[config.mk]
export PLATFORM = sky130hd
export DESIGN_NAME = el2_lsu_addrchk_arb_flat
export DESIGN_NICKNAME = d
export VERILOG_FILES = /design/src/rtl/el2_pkg.sv /design/src/rtl/el2_lsu_addrchk_arb_if.sv /design/src/rtl/el2_lsu_addrchk_starve_ctr.sv /design/src/rtl/el2_lsu_addrchk_arb.sv /design/src/flat_wrapper.sv
export SDC_FILE = /design/constraint.sdc
export NUM_CORES = 1
export LEC_CHECK = 0
export CORE_AREA = 5 5 89 91
export CTS_BUF_LIST = sky130_fd_sc_hd__clkbuf_8
export CTS_CLUSTER_DIAMETER = 30
export DETAILED_ROUTE_END_ITERATION = 7
export DIE_AREA = 0 0 94 96
export MAX_ROUTING_LAYER = met4
export PLACE_DENSITY = 0.84
export REMOVE_ABC_BUFFERS = 1
export SYNTH_ARGS = -nofsm -noshare
export SYNTH_HDL_FRONTEND = slang
export SYNTH_SLANG_ARGS = --single-unit
[constraint.sdc]
create_clock -name clk -period 4.95 [get_ports clk]
set_input_delay 0.495 -clock clk [delete_from_list [all_inputs] [get_ports clk]]
set_output_delay 0.495 -clock clk [all_outputs]
set_load 0.02 [all_outputs]
[src/rtl/el2_pkg.sv]
// Shared types for the LSU address-check arbiter: request/response packets,
// size encodings and the response-register state.
package el2_pkg;

  localparam logic [1:0] SZ_BYTE = 2'd0;
  localparam logic [1:0] SZ_HALF = 2'd1;
  localparam logic [1:0] SZ_WORD = 2'd2;

  typedef enum logic {
    ST_EMPTY = 1'b0,
    ST_FULL  = 1'b1
  } el2_arb_state_e;

  typedef struct packed {
    logic [31:0] start_addr;
    logic [31:0] end_addr;
    logic [3:0]  rs1_region;
    logic [1:0]  size;
    logic        store;
    logic        dma;
  } el2_addrchk_req_t;

  typedef struct packed {
    logic       in_dccm;
    logic       in_pic;
    logic       external;
    logic       access_fault;
    logic       misaligned_fault;
    logic [3:0] mscause;
    logic       dma_err;
  } el2_addrchk_rsp_t;

endpackage

[src/rtl/el2_lsu_addrchk_arb_if.sv]
// Bus bundle between the core/DMA front-ends, the address checker and the
// response consumer. slave = arbiter view, master = environment view.
interface el2_lsu_addrchk_arb_if;
  logic        core_req_valid;
  logic        core_req_ready;
  logic [31:0] core_start_addr;
  logic [31:0] core_end_addr;
  logic [3:0]  core_rs1_region;
  logic [1:0]  core_size;
  logic        core_store;

  logic        dma_req_valid;
  logic        dma_req_ready;
  logic [31:0] dma_start_addr;
  logic [31:0] dma_end_addr;
  logic        dma_store;

  logic        chk_valid;
  logic        chk_dma;
  logic        chk_load;
  logic        chk_store;
  logic        chk_by;
  logic        chk_half;
  logic        chk_word;
  logic [31:0] chk_start_addr;
  logic [31:0] chk_end_addr;
  logic [3:0]  chk_rs1_region;
  logic        chk_in_dccm;
  logic        chk_in_pic;
  logic        chk_external;
  logic        chk_access_fault;
  logic        chk_misaligned_fault;
  logic [3:0]  chk_mscause;

  logic        rsp_valid;
  logic        rsp_ready;
  logic        rsp_dma;
  logic        rsp_in_dccm;
  logic        rsp_in_pic;
  logic        rsp_external;
  logic        rsp_access_fault;
  logic        rsp_misaligned_fault;
  logic [3:0]  rsp_mscause;
  logic        rsp_dma_err;

  modport slave (
    input  core_req_valid, core_start_addr, core_end_addr, core_rs1_region, core_size, core_store,
    output core_req_ready,
    input  dma_req_valid, dma_start_addr, dma_end_addr, dma_store,
    output dma_req_ready,
    output chk_valid, chk_dma, chk_load, chk_store, chk_by, chk_half, chk_word,
    output chk_start_addr, chk_end_addr, chk_rs1_region,
    input  chk_in_dccm, chk_in_pic, chk_external, chk_access_fault, chk_misaligned_fault, chk_mscause,
    input  rsp_ready,
    output rsp_valid, rsp_dma, rsp_in_dccm, rsp_in_pic, rsp_external,
    output rsp_access_fault, rsp_misaligned_fault, rsp_mscause, rsp_dma_err
  );

  modport master (
    output core_req_valid, core_start_addr, core_end_addr, core_rs1_region, core_size, core_store,
    input  core_req_ready,
    output dma_req_valid, dma_start_addr, dma_end_addr, dma_store,
    input  dma_req_ready,
    input  chk_valid, chk_dma, chk_load, chk_store, chk_by, chk_half, chk_word,
    input  chk_start_addr, chk_end_addr, chk_rs1_region,
    output chk_in_dccm, chk_in_pic, chk_external, chk_access_fault, chk_misaligned_fault, chk_mscause,
    output rsp_ready,
    input  rsp_valid, rsp_dma, rsp_in_dccm, rsp_in_pic, rsp_external,
    input  rsp_access_fault, rsp_misaligned_fault, rsp_mscause, rsp_dma_err
  );
endinterface

[src/rtl/el2_lsu_addrchk_starve_ctr.sv]
// DMA starvation counter: counts cycles a pending DMA request loses to the
// core and forces the DMA to win once the count reaches MAX.
module el2_lsu_addrchk_starve_ctr #(
  parameter int MAX = 4
) (
  input  logic clk,
  input  logic rst,
  input  logic dma_valid,
  input  logic gnt_dma,
  input  logic gnt_core,
  output logic force_dma
);

  localparam logic [7:0] MAX_C = 8'(MAX);

  logic [7:0] cnt_q;

  // Clear when DMA is served or withdraws; count losses only on real core grants
  always_ff @(posedge clk or posedge rst) begin
    if (rst)                          cnt_q <= '0;
    else if (!dma_valid || gnt_dma)   cnt_q <= '0;
    else if (gnt_core && cnt_q != MAX_C) cnt_q <= cnt_q + 8'd1;
  end

  assign force_dma = (cnt_q == MAX_C);

endmodule

[src/rtl/el2_lsu_addrchk_arb.sv]
// Core/DMA arbiter in front of the shared LSU address checker, with a
// one-entry registered response. Optional statistics counters are built
// when EL2_ADDRCHK_ARB_STATS_EN is defined.
module el2_lsu_addrchk_arb
  import el2_pkg::*;
#(
  parameter int DMA_MAX_STALL = 4,
  parameter int DCCM_ENABLE   = 1
) (
  input  logic clk,
  input  logic rst,
  el2_lsu_addrchk_arb_if.slave bus
`ifdef EL2_ADDRCHK_ARB_STATS_EN
  , output logic [15:0] stat_core_faults
  , output logic [15:0] stat_dma_errs
`endif
);

  el2_arb_state_e   state_q, state_d;
  el2_addrchk_req_t core_req, dma_req, sel_req;
  el2_addrchk_rsp_t rsp_d, rsp_q;
  logic             rsp_dma_q;
  logic             can_accept, force_dma, dma_win;
  logic             gnt_core, gnt_dma, gnt;

  // A grant is only possible when the response slot is free or draining
  assign can_accept = (state_q == ST_EMPTY) | bus.rsp_ready;
  assign dma_win    = bus.dma_req_valid & (~bus.core_req_valid | force_dma);
  assign gnt_dma    = can_accept & dma_win;
  assign gnt_core   = can_accept & bus.core_req_valid & ~dma_win;
  assign gnt        = gnt_core | gnt_dma;

  assign bus.core_req_ready = gnt_core;
  assign bus.dma_req_ready  = gnt_dma;

  el2_lsu_addrchk_starve_ctr #(.MAX(DMA_MAX_STALL)) u_starve (
    .clk       (clk),
    .rst       (rst),
    .dma_valid (bus.dma_req_valid),
    .gnt_dma   (gnt_dma),
    .gnt_core  (gnt_core),
    .force_dma (force_dma)
  );

  assign core_req = '{start_addr: bus.core_start_addr, end_addr: bus.core_end_addr,
                      rs1_region: bus.core_rs1_region, size: bus.core_size,
                      store: bus.core_store, dma: 1'b0};
  // DMA is always a word access; its region comes from the address itself
  assign dma_req  = '{start_addr: bus.dma_start_addr, end_addr: bus.dma_end_addr,
                      rs1_region: bus.dma_start_addr[31:28], size: SZ_WORD,
                      store: bus.dma_store, dma: 1'b1};

  // Select the granted packet; idle drives an all-zero packet
  always_comb begin
    sel_req = '0;
    if (gnt_dma)       sel_req = dma_req;
    else if (gnt_core) sel_req = core_req;
  end

  assign bus.chk_valid      = gnt;
  assign bus.chk_dma        = sel_req.dma;
  assign bus.chk_load       = gnt & ~sel_req.store;
  assign bus.chk_store      = sel_req.store;
  assign bus.chk_by         = gnt & (sel_req.size == SZ_BYTE);
  assign bus.chk_half       = gnt & (sel_req.size == SZ_HALF);
  assign bus.chk_word       = gnt & (sel_req.size == SZ_WORD);
  assign bus.chk_start_addr = sel_req.start_addr;
  assign bus.chk_end_addr   = sel_req.end_addr;
  assign bus.chk_rs1_region = sel_req.rs1_region;

  // Checker result as it will be captured; DMA outside DCCM/PIC is an error
  always_comb begin
    rsp_d                  = '0;
    rsp_d.in_dccm          = bus.chk_in_dccm;
    rsp_d.in_pic           = bus.chk_in_pic;
    rsp_d.external         = bus.chk_external;
    rsp_d.access_fault     = bus.chk_access_fault;
    rsp_d.misaligned_fault = bus.chk_misaligned_fault;
    rsp_d.mscause          = bus.chk_mscause;
    rsp_d.dma_err          = gnt_dma & ((DCCM_ENABLE == 0) | ~(bus.chk_in_dccm | bus.chk_in_pic));
  end

  // Response-slot state register
  always_ff @(posedge clk or posedge rst) begin
    if (rst) state_q <= ST_EMPTY;
    else     state_q <= state_d;
  end

  // Fill on any grant; drain only when consumed with nothing new behind it
  always_comb begin
    state_d = state_q;
    case (state_q)
      ST_EMPTY: if (gnt) state_d = ST_FULL;
      ST_FULL:  if (bus.rsp_ready && !gnt) state_d = ST_EMPTY;
      default:  state_d = ST_EMPTY;
    endcase
  end

  // Capture the checker result on grant; back-to-back grants overwrite in place
  always_ff @(posedge clk or posedge rst) begin
    if (rst) begin
      rsp_q     <= '0;
      rsp_dma_q <= 1'b0;
    end else if (gnt) begin
      rsp_q     <= rsp_d;
      rsp_dma_q <= gnt_dma;
    end
  end

  assign bus.rsp_valid            = (state_q == ST_FULL);
  assign bus.rsp_dma              = rsp_dma_q;
  assign bus.rsp_in_dccm          = rsp_q.in_dccm;
  assign bus.rsp_in_pic           = rsp_q.in_pic;
  assign bus.rsp_external         = rsp_q.external;
  assign bus.rsp_access_fault     = rsp_q.access_fault;
  assign bus.rsp_misaligned_fault = rsp_q.misaligned_fault;
  assign bus.rsp_mscause          = rsp_q.mscause;
  assign bus.rsp_dma_err          = rsp_q.dma_err;

`ifdef EL2_ADDRCHK_ARB_STATS_EN
  logic [15:0] core_faults_q, dma_errs_q;

  // Saturating tallies of faulting core responses and erroring DMA responses
  always_ff @(posedge clk or posedge rst) begin
    if (rst) begin
      core_faults_q <= '0;
      dma_errs_q    <= '0;
    end else begin
      if (gnt_core && (bus.chk_access_fault || bus.chk_misaligned_fault) && core_faults_q != 16'hFFFF)
        core_faults_q <= core_faults_q + 16'd1;
      if (gnt_dma && rsp_d.dma_err && dma_errs_q != 16'hFFFF)
        dma_errs_q <= dma_errs_q + 16'd1;
    end
  end

  assign stat_core_faults = core_faults_q;
  assign stat_dma_errs    = dma_errs_q;
`endif

endmodule

[src/flat_wrapper.sv]
// flat-port wrapper written by rule: the top's interface ports become plain ports
module el2_lsu_addrchk_arb_flat import el2_pkg::*;
#(
  parameter int DMA_MAX_STALL = 4,
  parameter int DCCM_ENABLE   = 1
)
  (clk, rst, bus_core_req_valid, bus_core_start_addr, bus_core_end_addr, bus_core_rs1_region, bus_core_size, bus_core_store, bus_core_req_ready, bus_dma_req_valid, bus_dma_start_addr, bus_dma_end_addr, bus_dma_store, bus_dma_req_ready, bus_chk_valid, bus_chk_dma, bus_chk_load, bus_chk_store, bus_chk_by, bus_chk_half, bus_chk_word, bus_chk_start_addr, bus_chk_end_addr, bus_chk_rs1_region, bus_chk_in_dccm, bus_chk_in_pic, bus_chk_external, bus_chk_access_fault, bus_chk_misaligned_fault, bus_chk_mscause, bus_rsp_ready, bus_rsp_valid, bus_rsp_dma, bus_rsp_in_dccm, bus_rsp_in_pic, bus_rsp_external, bus_rsp_access_fault, bus_rsp_misaligned_fault, bus_rsp_mscause, bus_rsp_dma_err);
  el2_lsu_addrchk_arb_if bus_i ();
  input  logic clk;
  input  logic rst;
  input wire logic [$bits(bus_i.core_req_valid)-1:0] bus_core_req_valid;
  input wire logic [$bits(bus_i.core_start_addr)-1:0] bus_core_start_addr;
  input wire logic [$bits(bus_i.core_end_addr)-1:0] bus_core_end_addr;
  input wire logic [$bits(bus_i.core_rs1_region)-1:0] bus_core_rs1_region;
  input wire logic [$bits(bus_i.core_size)-1:0] bus_core_size;
  input wire logic [$bits(bus_i.core_store)-1:0] bus_core_store;
  output wire logic [$bits(bus_i.core_req_ready)-1:0] bus_core_req_ready;
  input wire logic [$bits(bus_i.dma_req_valid)-1:0] bus_dma_req_valid;
  input wire logic [$bits(bus_i.dma_start_addr)-1:0] bus_dma_start_addr;
  input wire logic [$bits(bus_i.dma_end_addr)-1:0] bus_dma_end_addr;
  input wire logic [$bits(bus_i.dma_store)-1:0] bus_dma_store;
  output wire logic [$bits(bus_i.dma_req_ready)-1:0] bus_dma_req_ready;
  output wire logic [$bits(bus_i.chk_valid)-1:0] bus_chk_valid;
  output wire logic [$bits(bus_i.chk_dma)-1:0] bus_chk_dma;
  output wire logic [$bits(bus_i.chk_load)-1:0] bus_chk_load;
  output wire logic [$bits(bus_i.chk_store)-1:0] bus_chk_store;
  output wire logic [$bits(bus_i.chk_by)-1:0] bus_chk_by;
  output wire logic [$bits(bus_i.chk_half)-1:0] bus_chk_half;
  output wire logic [$bits(bus_i.chk_word)-1:0] bus_chk_word;
  output wire logic [$bits(bus_i.chk_start_addr)-1:0] bus_chk_start_addr;
  output wire logic [$bits(bus_i.chk_end_addr)-1:0] bus_chk_end_addr;
  output wire logic [$bits(bus_i.chk_rs1_region)-1:0] bus_chk_rs1_region;
  input wire logic [$bits(bus_i.chk_in_dccm)-1:0] bus_chk_in_dccm;
  input wire logic [$bits(bus_i.chk_in_pic)-1:0] bus_chk_in_pic;
  input wire logic [$bits(bus_i.chk_external)-1:0] bus_chk_external;
  input wire logic [$bits(bus_i.chk_access_fault)-1:0] bus_chk_access_fault;
  input wire logic [$bits(bus_i.chk_misaligned_fault)-1:0] bus_chk_misaligned_fault;
  input wire logic [$bits(bus_i.chk_mscause)-1:0] bus_chk_mscause;
  input wire logic [$bits(bus_i.rsp_ready)-1:0] bus_rsp_ready;
  output wire logic [$bits(bus_i.rsp_valid)-1:0] bus_rsp_valid;
  output wire logic [$bits(bus_i.rsp_dma)-1:0] bus_rsp_dma;
  output wire logic [$bits(bus_i.rsp_in_dccm)-1:0] bus_rsp_in_dccm;
  output wire logic [$bits(bus_i.rsp_in_pic)-1:0] bus_rsp_in_pic;
  output wire logic [$bits(bus_i.rsp_external)-1:0] bus_rsp_external;
  output wire logic [$bits(bus_i.rsp_access_fault)-1:0] bus_rsp_access_fault;
  output wire logic [$bits(bus_i.rsp_misaligned_fault)-1:0] bus_rsp_misaligned_fault;
  output wire logic [$bits(bus_i.rsp_mscause)-1:0] bus_rsp_mscause;
  output wire logic [$bits(bus_i.rsp_dma_err)-1:0] bus_rsp_dma_err;
  assign bus_i.core_req_valid = bus_core_req_valid;
  assign bus_i.core_start_addr = bus_core_start_addr;
  assign bus_i.core_end_addr = bus_core_end_addr;
  assign bus_i.core_rs1_region = bus_core_rs1_region;
  assign bus_i.core_size = bus_core_size;
  assign bus_i.core_store = bus_core_store;
  assign bus_core_req_ready = bus_i.core_req_ready;
  assign bus_i.dma_req_valid = bus_dma_req_valid;
  assign bus_i.dma_start_addr = bus_dma_start_addr;
  assign bus_i.dma_end_addr = bus_dma_end_addr;
  assign bus_i.dma_store = bus_dma_store;
  assign bus_dma_req_ready = bus_i.dma_req_ready;
  assign bus_chk_valid = bus_i.chk_valid;
  assign bus_chk_dma = bus_i.chk_dma;
  assign bus_chk_load = bus_i.chk_load;
  assign bus_chk_store = bus_i.chk_store;
  assign bus_chk_by = bus_i.chk_by;
  assign bus_chk_half = bus_i.chk_half;
  assign bus_chk_word = bus_i.chk_word;
  assign bus_chk_start_addr = bus_i.chk_start_addr;
  assign bus_chk_end_addr = bus_i.chk_end_addr;
  assign bus_chk_rs1_region = bus_i.chk_rs1_region;
  assign bus_i.chk_in_dccm = bus_chk_in_dccm;
  assign bus_i.chk_in_pic = bus_chk_in_pic;
  assign bus_i.chk_external = bus_chk_external;
  assign bus_i.chk_access_fault = bus_chk_access_fault;
  assign bus_i.chk_misaligned_fault = bus_chk_misaligned_fault;
  assign bus_i.chk_mscause = bus_chk_mscause;
  assign bus_i.rsp_ready = bus_rsp_ready;
  assign bus_rsp_valid = bus_i.rsp_valid;
  assign bus_rsp_dma = bus_i.rsp_dma;
  assign bus_rsp_in_dccm = bus_i.rsp_in_dccm;
  assign bus_rsp_in_pic = bus_i.rsp_in_pic;
  assign bus_rsp_external = bus_i.rsp_external;
  assign bus_rsp_access_fault = bus_i.rsp_access_fault;
  assign bus_rsp_misaligned_fault = bus_i.rsp_misaligned_fault;
  assign bus_rsp_mscause = bus_i.rsp_mscause;
  assign bus_rsp_dma_err = bus_i.rsp_dma_err;
  el2_lsu_addrchk_arb #(.DMA_MAX_STALL(DMA_MAX_STALL), .DCCM_ENABLE(DCCM_ENABLE)) u_core (.clk(clk), .rst(rst), .bus(bus_i));
endmodule
==> reports/results.ini, run 1 <==
[timing]
tightestPinTransition_ns=0.774
achievable-frequency_mhz=272
hold_violations=0
slew_headroom_pct=48.4
setup_violations=0
fin_worst_skew_ns=0.0117
setup_total_negative_slack_ns=0
finalWorstPathRequiredPeriod_ns=3.67
rsz0062_at_grt=no
timing_max_transition_violations_final=0
fin_worst_hold_slack_ns=0.508
fin_crit_sh_pct=74.2

[clock_tree]
cts.root.buffer_cell=sky130_fd_sc_hd__clkbuf_8
path_clk_slew_ns=0.08
cts_num_sinks=20
tritoncts=yes
hold_buffers=0
clock_latency_ns=0.27
number_of_cts_inserted_buffers=3
post_cts_resized=0
ctsLongestPathBuffers=2
count_of_h_tree_levels_built_during_cts=1
post-cts-setup-buffers=0

[power]
p_total_w=0.000765
cellInternalPower_w=0.000529
max-vdd-ir-drop_mv=0.172
switching_share_pct=30.9
net_switching_power_w=0.000236
powerDensity_nw_per_um2=177
power.leakage_nw=1.68
seqPwrFrac_pct=24.0
pwr-share-comb_pct=54.4
power_frac_clock_pct=21.6

[yosys]
synthMuxAreaShare_pct=5.40
synth-edff-count=0
post_synth_instance_area_um2=1880
async_flop_share_pct=100
synth_xor_area_share_pct=1.40
combinational_family_with_the_most_area_after_synthesis=compound AO/OA/AOI/OAI gates
postSynthCellCount=182
synth_sequential_area_ratio_pct=26.6
arithmetic_cell_share_of_the_synthesized_area_counting_full_adders_half_adders_and_majority_gates_pct=1.33
compound_cell_area_share_of_the_yosys_netlist_pct=41.1
synthDistinctLibCells=40
yosys_most_used_dff=sky130_fd_sc_hd__dfrtp_1
ys_seq_elements=20
synth_warnings=0
avgSynthCellArea_um2=10.3
yosys.area_share.simple_pct=12.9

[route]
remaining_drc_errors=0
drt.antenna.violating_nets=0
num_vias=2469
initialDrtViolationCount=98
totalWireLength_um=10600
drt-pass1-iter-count=4
avgViaCountPerCell=4.81
drt-wirelength-per-cell_um=20.7

[global_routing]
gr-usage-all-layers_pct=22.3
gr-total-overflow=0
grt_antenna_before_repair=6
via_count_of_the_first_global_routing_pass=2589
maximum_number_of_pins_on_one_net_before_global_route_repair=72
grt_first_pass_wirelength_um=14800

[placement]
placement.io_buffers=238
number_of_placed_cells_counting_well_taps=503
dp_hpwl_um=9160
place_congestion=0.928
post_dp_cell_area_um2=4240

[critical_path]
setup.worst_path.end_class=output port
worstPathMaxFanout=49
critical_path_class=input pin to output port
critical_path_arrival_ns=3.18
nature_of_the_critical_path_startpoint=input pin
critPathRequiredTime_ns=4.45

[worst_hold_path]
hold_path_class=flip-flop to flip-flop

[floorplanning]
fp.dieH_um=96
floorplan.initialDensity_pct=26.6
floorplan.die_area_um2=9020
die_x_um=94
top_level_ports=239
core_area_um2=7060
num_rows=31

[run_status]
run_status=finished, final reports clean

[finish]
most_common_cell_after_layout_fill_and_taps_aside=sky130_fd_sc_hd__clkdlybuf4s50_1
layout-drive-gt1-share_pct=16.9
synthToLayoutAreaGrowth_pct=130
layout.cells.most_common_list=238 x sky130_fd_sc_hd__clkdlybuf4s50_1, 46 x sky130_fd_sc_hd__a22o_2, 23 x sky130_fd_sc_hd__a22o_1
final_net_count=561
fin_area_um2=4320
post_layout_nonfiller_instances=513

[flow_run]
drv_cap=0

## sequential cells by signal, indices dropped and copies added (netlist names)
register / flops
u_core.bus.rsp_in_pic: 1
u_core.bus.rsp_dma: 1
u_core.bus.rsp_access_fault: 1
u_core.bus.rsp_dma_err: 1
u_core.bus.rsp_mscause: 4
u_core.bus.rsp_external: 1
u_core.bus.rsp_misaligned_fault: 1
u_core.u_starve.cnt_q: 8
u_core.bus.rsp_valid: 1
u_core.bus.rsp_in_dccm: 1
## metal layers
| layer | vias up | global-route usage [%] | share of wire, % |
|---|---|---|---|
| met5 | - | - | 0 |
| met4 | 0 | 4.21 | 1.2 |
| li1 | 1180 | - | - |
| met2 | 142 | 37.0 | 49 |
| met1 | 1136 | 23.7 | 36 |
| met3 | 11 | 12.6 | 14 |
## worst max-delay path, cell delays in order
cell	delay, ns
sky130_fd_sc_hd__clkdlybuf4s50_1	0.70
sky130_fd_sc_hd__nand2_1	0.22
sky130_fd_sc_hd__a21oi_4	0.61
sky130_fd_sc_hd__buf_12	0.31
sky130_fd_sc_hd__a22o_1	0.20
sky130_fd_sc_hd__clkdlybuf4s50_1	0.63
## cell families after synthesis
kind of cell	count (synthesis)
mux	9
flops	20
fa+ha+maj	2
buf+inv	25
compound gates	83
xor+xnor	3
simple gates	40
## metrics by stage
stage                     utilization, %  setup WS, ns
after global routing                61.2          1.17
final                               61.2          1.28
after global placement              60.0          1.35
after floorplan                        -          2.17
after detailed placement            60.0          1.30
after CTS                           61.0          1.31
## cell usage after synthesis, drive strengths merged, types with 2 or more instances
cell type	count	share of area [%]
nor4	2	0.67
xnor2	3	1.4
mux2	9	5.4
ha	2	1.3
inv	7	1.4
or3	3	1.3
o21ai	3	1.4
nand2	12	2.4
and3	3	1.0
a21oi	5	1.9
nor2	9	2.3
nand3	5	2.0
a22o	69	35
dfrtp	20	27
buf	17	9.0
## final cells by class
cell class | count | area [µm²]
clock buffers | 3 | 41.3
well taps | 99 | 124
multi-input cells | 137 | 1170
repair buffers | 239 | 2400
fillers | 622 | 2740
diodes | 6 | 15.0
inverters | 8 | 42.5
clock inverters | 1 | 30.0
flip-flops and latches | 20 | 500
## power by group through the flow
stage               clock network (W)  logic (W)  registers (W)
floorplan                           0   0.000145       0.000202
global placement                    0   0.000412       0.000187
detailed placement                  0   0.000417       0.000187
CTS                          0.000168   0.000418       0.000184
global route                 0.000177   0.000437       0.000186
finish                       0.000165   0.000416       0.000184
## path summary, 6_finish.rpt
check,start,to,slack (ns),depth (start not counted)
setup / recovery,bus_core_req_valid,bus_chk_start_addr[2],1.28,6
hold / removal,u_core.bus.rsp_in_pic$_DFFE_PP0P_,u_core.bus.rsp_in_pic$_DFFE_PP0P_,0.51,1
setup reg to reg,u_core.u_starve.cnt_q[0]$_DFFE_PP0P_,u_core.u_starve.cnt_q[7]$_DFFE_PP0P_,3.16,6
hold reg to reg,u_core.bus.rsp_in_pic$_DFFE_PP0P_,u_core.bus.rsp_in_pic$_DFFE_PP0P_,0.51,1
max in group asynchronous,rst,u_core.u_starve.cnt_q[4]$_DFFE_PP0P_,3.80,2
min in group asynchronous,rst,u_core.u_starve.cnt_q[7]$_DFFE_PP0P_,0.66,2
Note: power is estimated with default switching activity, not from simulation.
==> inputs of run 2 (changes only) <==
Settings changed: CORE_AREA 5 5 89 91 to unset, CORE_MARGIN set to 5, CORE_UTILIZATION set to 27, DIE_AREA 0 0 94 96 to unset, PLACE_DENSITY 0.84 to 0.85.
Clock period 4.95 ns to 3.7 ns, I/O delays scaled along.
==> run 2 against run 1 <==
Core utilization is 2.0 points higher. Hold slack better by 0.0030 ns. Clock skew is 0.0061 ns lower. Die area is 3.3% lower. Critical endpoint is now bus_chk_end_addr[14]. Worst setup slack worse by 0.66 ns. Largest power group unchanged. Non-clock buffer count is 2 higher. Clock-buffer cell count is 1 higher. Highest routed layer unchanged. Power is 27% higher. Via count is 0.49% higher. Combinational power is 34% higher.
==> reports/results.ini, run 2 (synthesized netlist as in run 1, its figures left out) <==
[run_status]
run_status=finished, final reports clean

[critical_path]
regToRegStartpoint=u_core.u_starve.cnt_q[0]$_DFFE_PP0P_
worst-r2r-setup-slack_ns=1.84
timing.rr.end=u_core.u_starve.cnt_q[5]$_DFFE_PP0P_
most_frequent_cell_on_critical_path=sky130_fd_sc_hd__clkdlybuf4s50_1
critical_path_class=input pin to output port
critPathSlowestCell=sky130_fd_sc_hd__clkdlybuf4s50_1
worstPathMaxFanout=44
ff2ff_path_depth=6
cp.buffers_inverters=3
nature_of_the_critical_path_startpoint=input pin
critical_path.top_delay_family=buffers and inverters
critPathRequiredTime_ns=3.33
worst_path_largest_cell_delay_ns=0.68
crit_path_cell_trace=clkdlybuf4s50_1 -> nand2_1 -> a21oi_4 -> buf_4 -> a22o_2 -> clkdlybuf4s50_1
setup.worst_path.end_class=output port
cp_num_cells=6
critical_path_arrival_ns=2.71

[floorplanning]
fp.dieH_um=93.4
die_x_um=93.4
floorplan.initialDensity_pct=27.6
core_area_um2=6790
floorplan.die_area_um2=8720
num_rows=30
top_level_ports=239

[finish]
synthToLayoutAreaGrowth_pct=129
final_net_count=563
most_common_cell_after_layout_fill_and_taps_aside=sky130_fd_sc_hd__clkdlybuf4s50_1
max_flop_register=u_core.u_starve.cnt_q
post_layout_nonfiller_instances=509
layout.cells.most_common_list=238 x sky130_fd_sc_hd__clkdlybuf4s50_1, 46 x sky130_fd_sc_hd__a22o_2, 23 x sky130_fd_sc_hd__a22o_1
layout-drive-gt1-share_pct=17.3
largest_register_ffs=8

[route]
num_vias=2481
drt-wirelength-per-cell_um=20.5
remaining_drc_errors=0
avgViaCountPerCell=4.87
totalWireLength_um=10400
drt.antenna.violating_nets=0
initialDrtViolationCount=45
drt-pass1-iter-count=4

[worst_hold_path]
hold_path_class=flip-flop to flip-flop
hold_start=u_core.bus.rsp_mscause[2]$_DFFE_PP0P_
hold_end=u_core.bus.rsp_mscause[2]$_DFFE_PP0P_
holdPathStages=1

[power]
net_switching_power_w=0.000314
power.leakage_nw=1.68
powerDensity_nw_per_um2=226
power_frac_clock_pct=17.4
switching_share_pct=32.3
seqPwrFrac_pct=25.4
cellInternalPower_w=0.000657
pwr-share-comb_pct=57.2
max-vdd-ir-drop_mv=0.284

[placement]
number_of_placed_cells_counting_well_taps=502
dp_hpwl_um=9010
placement.io_buffers=238
place_congestion=0.899

[clock_tree]
post-cts-setup-buffers=0
cts.root.buffer_cell=sky130_fd_sc_hd__clkbuf_8
count_of_h_tree_levels_built_during_cts=1
ctsLongestPathBuffers=2
cts_num_sinks=20
number_of_cts_inserted_buffers=3
path_clk_slew_ns=0.07
post_cts_resized=0
clock_latency_ns=0.26
tritoncts=yes
hold_buffers=0

[timing]
fin_worst_skew_ns=0.00559
rsz0062_at_grt=no
fin_crit_sh_pct=83.3
achievable-frequency_mhz=324
finalWorstPathRequiredPeriod_ns=3.08
setup_total_negative_slack_ns=0
fin_worst_hold_slack_ns=0.511
hold_violations=0
timing_max_transition_violations_final=0
slew_headroom_pct=48.7
setup_violations=0
tightestPinTransition_ns=0.769

[flow_run]
drv_cap=0

[global_routing]
gr-total-overflow=0
fraction_of_met1_tracks_used_by_global_routing_pct=21.9
gr-usage-all-layers_pct=22.5
grt_met3_usage_pct=12.5
grt_antenna_before_repair=3
grt_use_met2_pct=39.2
maximum_number_of_pins_on_one_net_before_global_route_repair=72
gr-max-usage-layer=met2
grt_first_pass_wirelength_um=14600
via_count_of_the_first_global_routing_pass=2616

## run 2: changes by cell type in the layout (fill, tap and decap cells not counted)
cell                        before  now
sky130_fd_sc_hd__buf_4           0    3
sky130_fd_sc_hd__diode_2         6    3
sky130_fd_sc_hd__buf_12          1    0
sky130_fd_sc_hd__bufinv_16       1    0
sky130_fd_sc_hd__clkbuf_8        3    4
## run 2: layer usage
metal	share of wire (%)	up-vias	wire length, µm
li1	-	1179	-
met1	35	1144	3620
met2	50	144	5200
met3	14	14	1440
met4	1.8	0	189
met5	0	-	0
## run 2: per-stage QoR
stage	instance area, µm²	setup slack (ns)	total power (W)	util, %
detailed placement	4230	0.622	0.000809	62.3
floorplan	1710	1.05	0.000464	-
global route	4300	0.470	0.00102	63.2
global placement	4230	0.685	0.000802	62.3
CTS	4290	0.599	0.000981	63.1
finish	4300	0.617	0.000971	63.2
## run 2: power by group through the flow
stage	Clock, W	Combinational [W]	Sequential (W)
after floorplan	0	0.000195	0.000270
after CTS	0.000174	0.000560	0.000247
after global placement	0	0.000553	0.000250
after detailed placement	0	0.000558	0.000251
final	0.000169	0.000556	0.000246
after global routing	0.000185	0.000585	0.000249
## run 2: worst max-delay path by stage
stage	slack, ns	end	start
CTS	0.60	bus_chk_start_addr[28]	u_core.u_starve.cnt_q[0]$_DFFE_PP0P_
detailed placement	0.62	bus_chk_end_addr[14]	bus_core_req_valid
global placement	0.68	bus_chk_start_addr[14]	bus_core_req_valid
finish	0.62	bus_chk_end_addr[14]	bus_core_req_valid
floorplan	1.05	bus_chk_by	u_core.u_starve.cnt_q[0]$_DFFE_PP0P_
global route	0.47	bus_chk_start_addr[28]	u_core.u_starve.cnt_q[0]$_DFFE_PP0P_
## run 2: final cells by class
class	instances	area [µm²]
antenna	3	7.51
clock buffer	4	55.1
fill	580	2500
inverter	8	42.5
multi-input combinational	137	1170
sequential	20	500
tap	96	120
timing repair buffer	241	2400
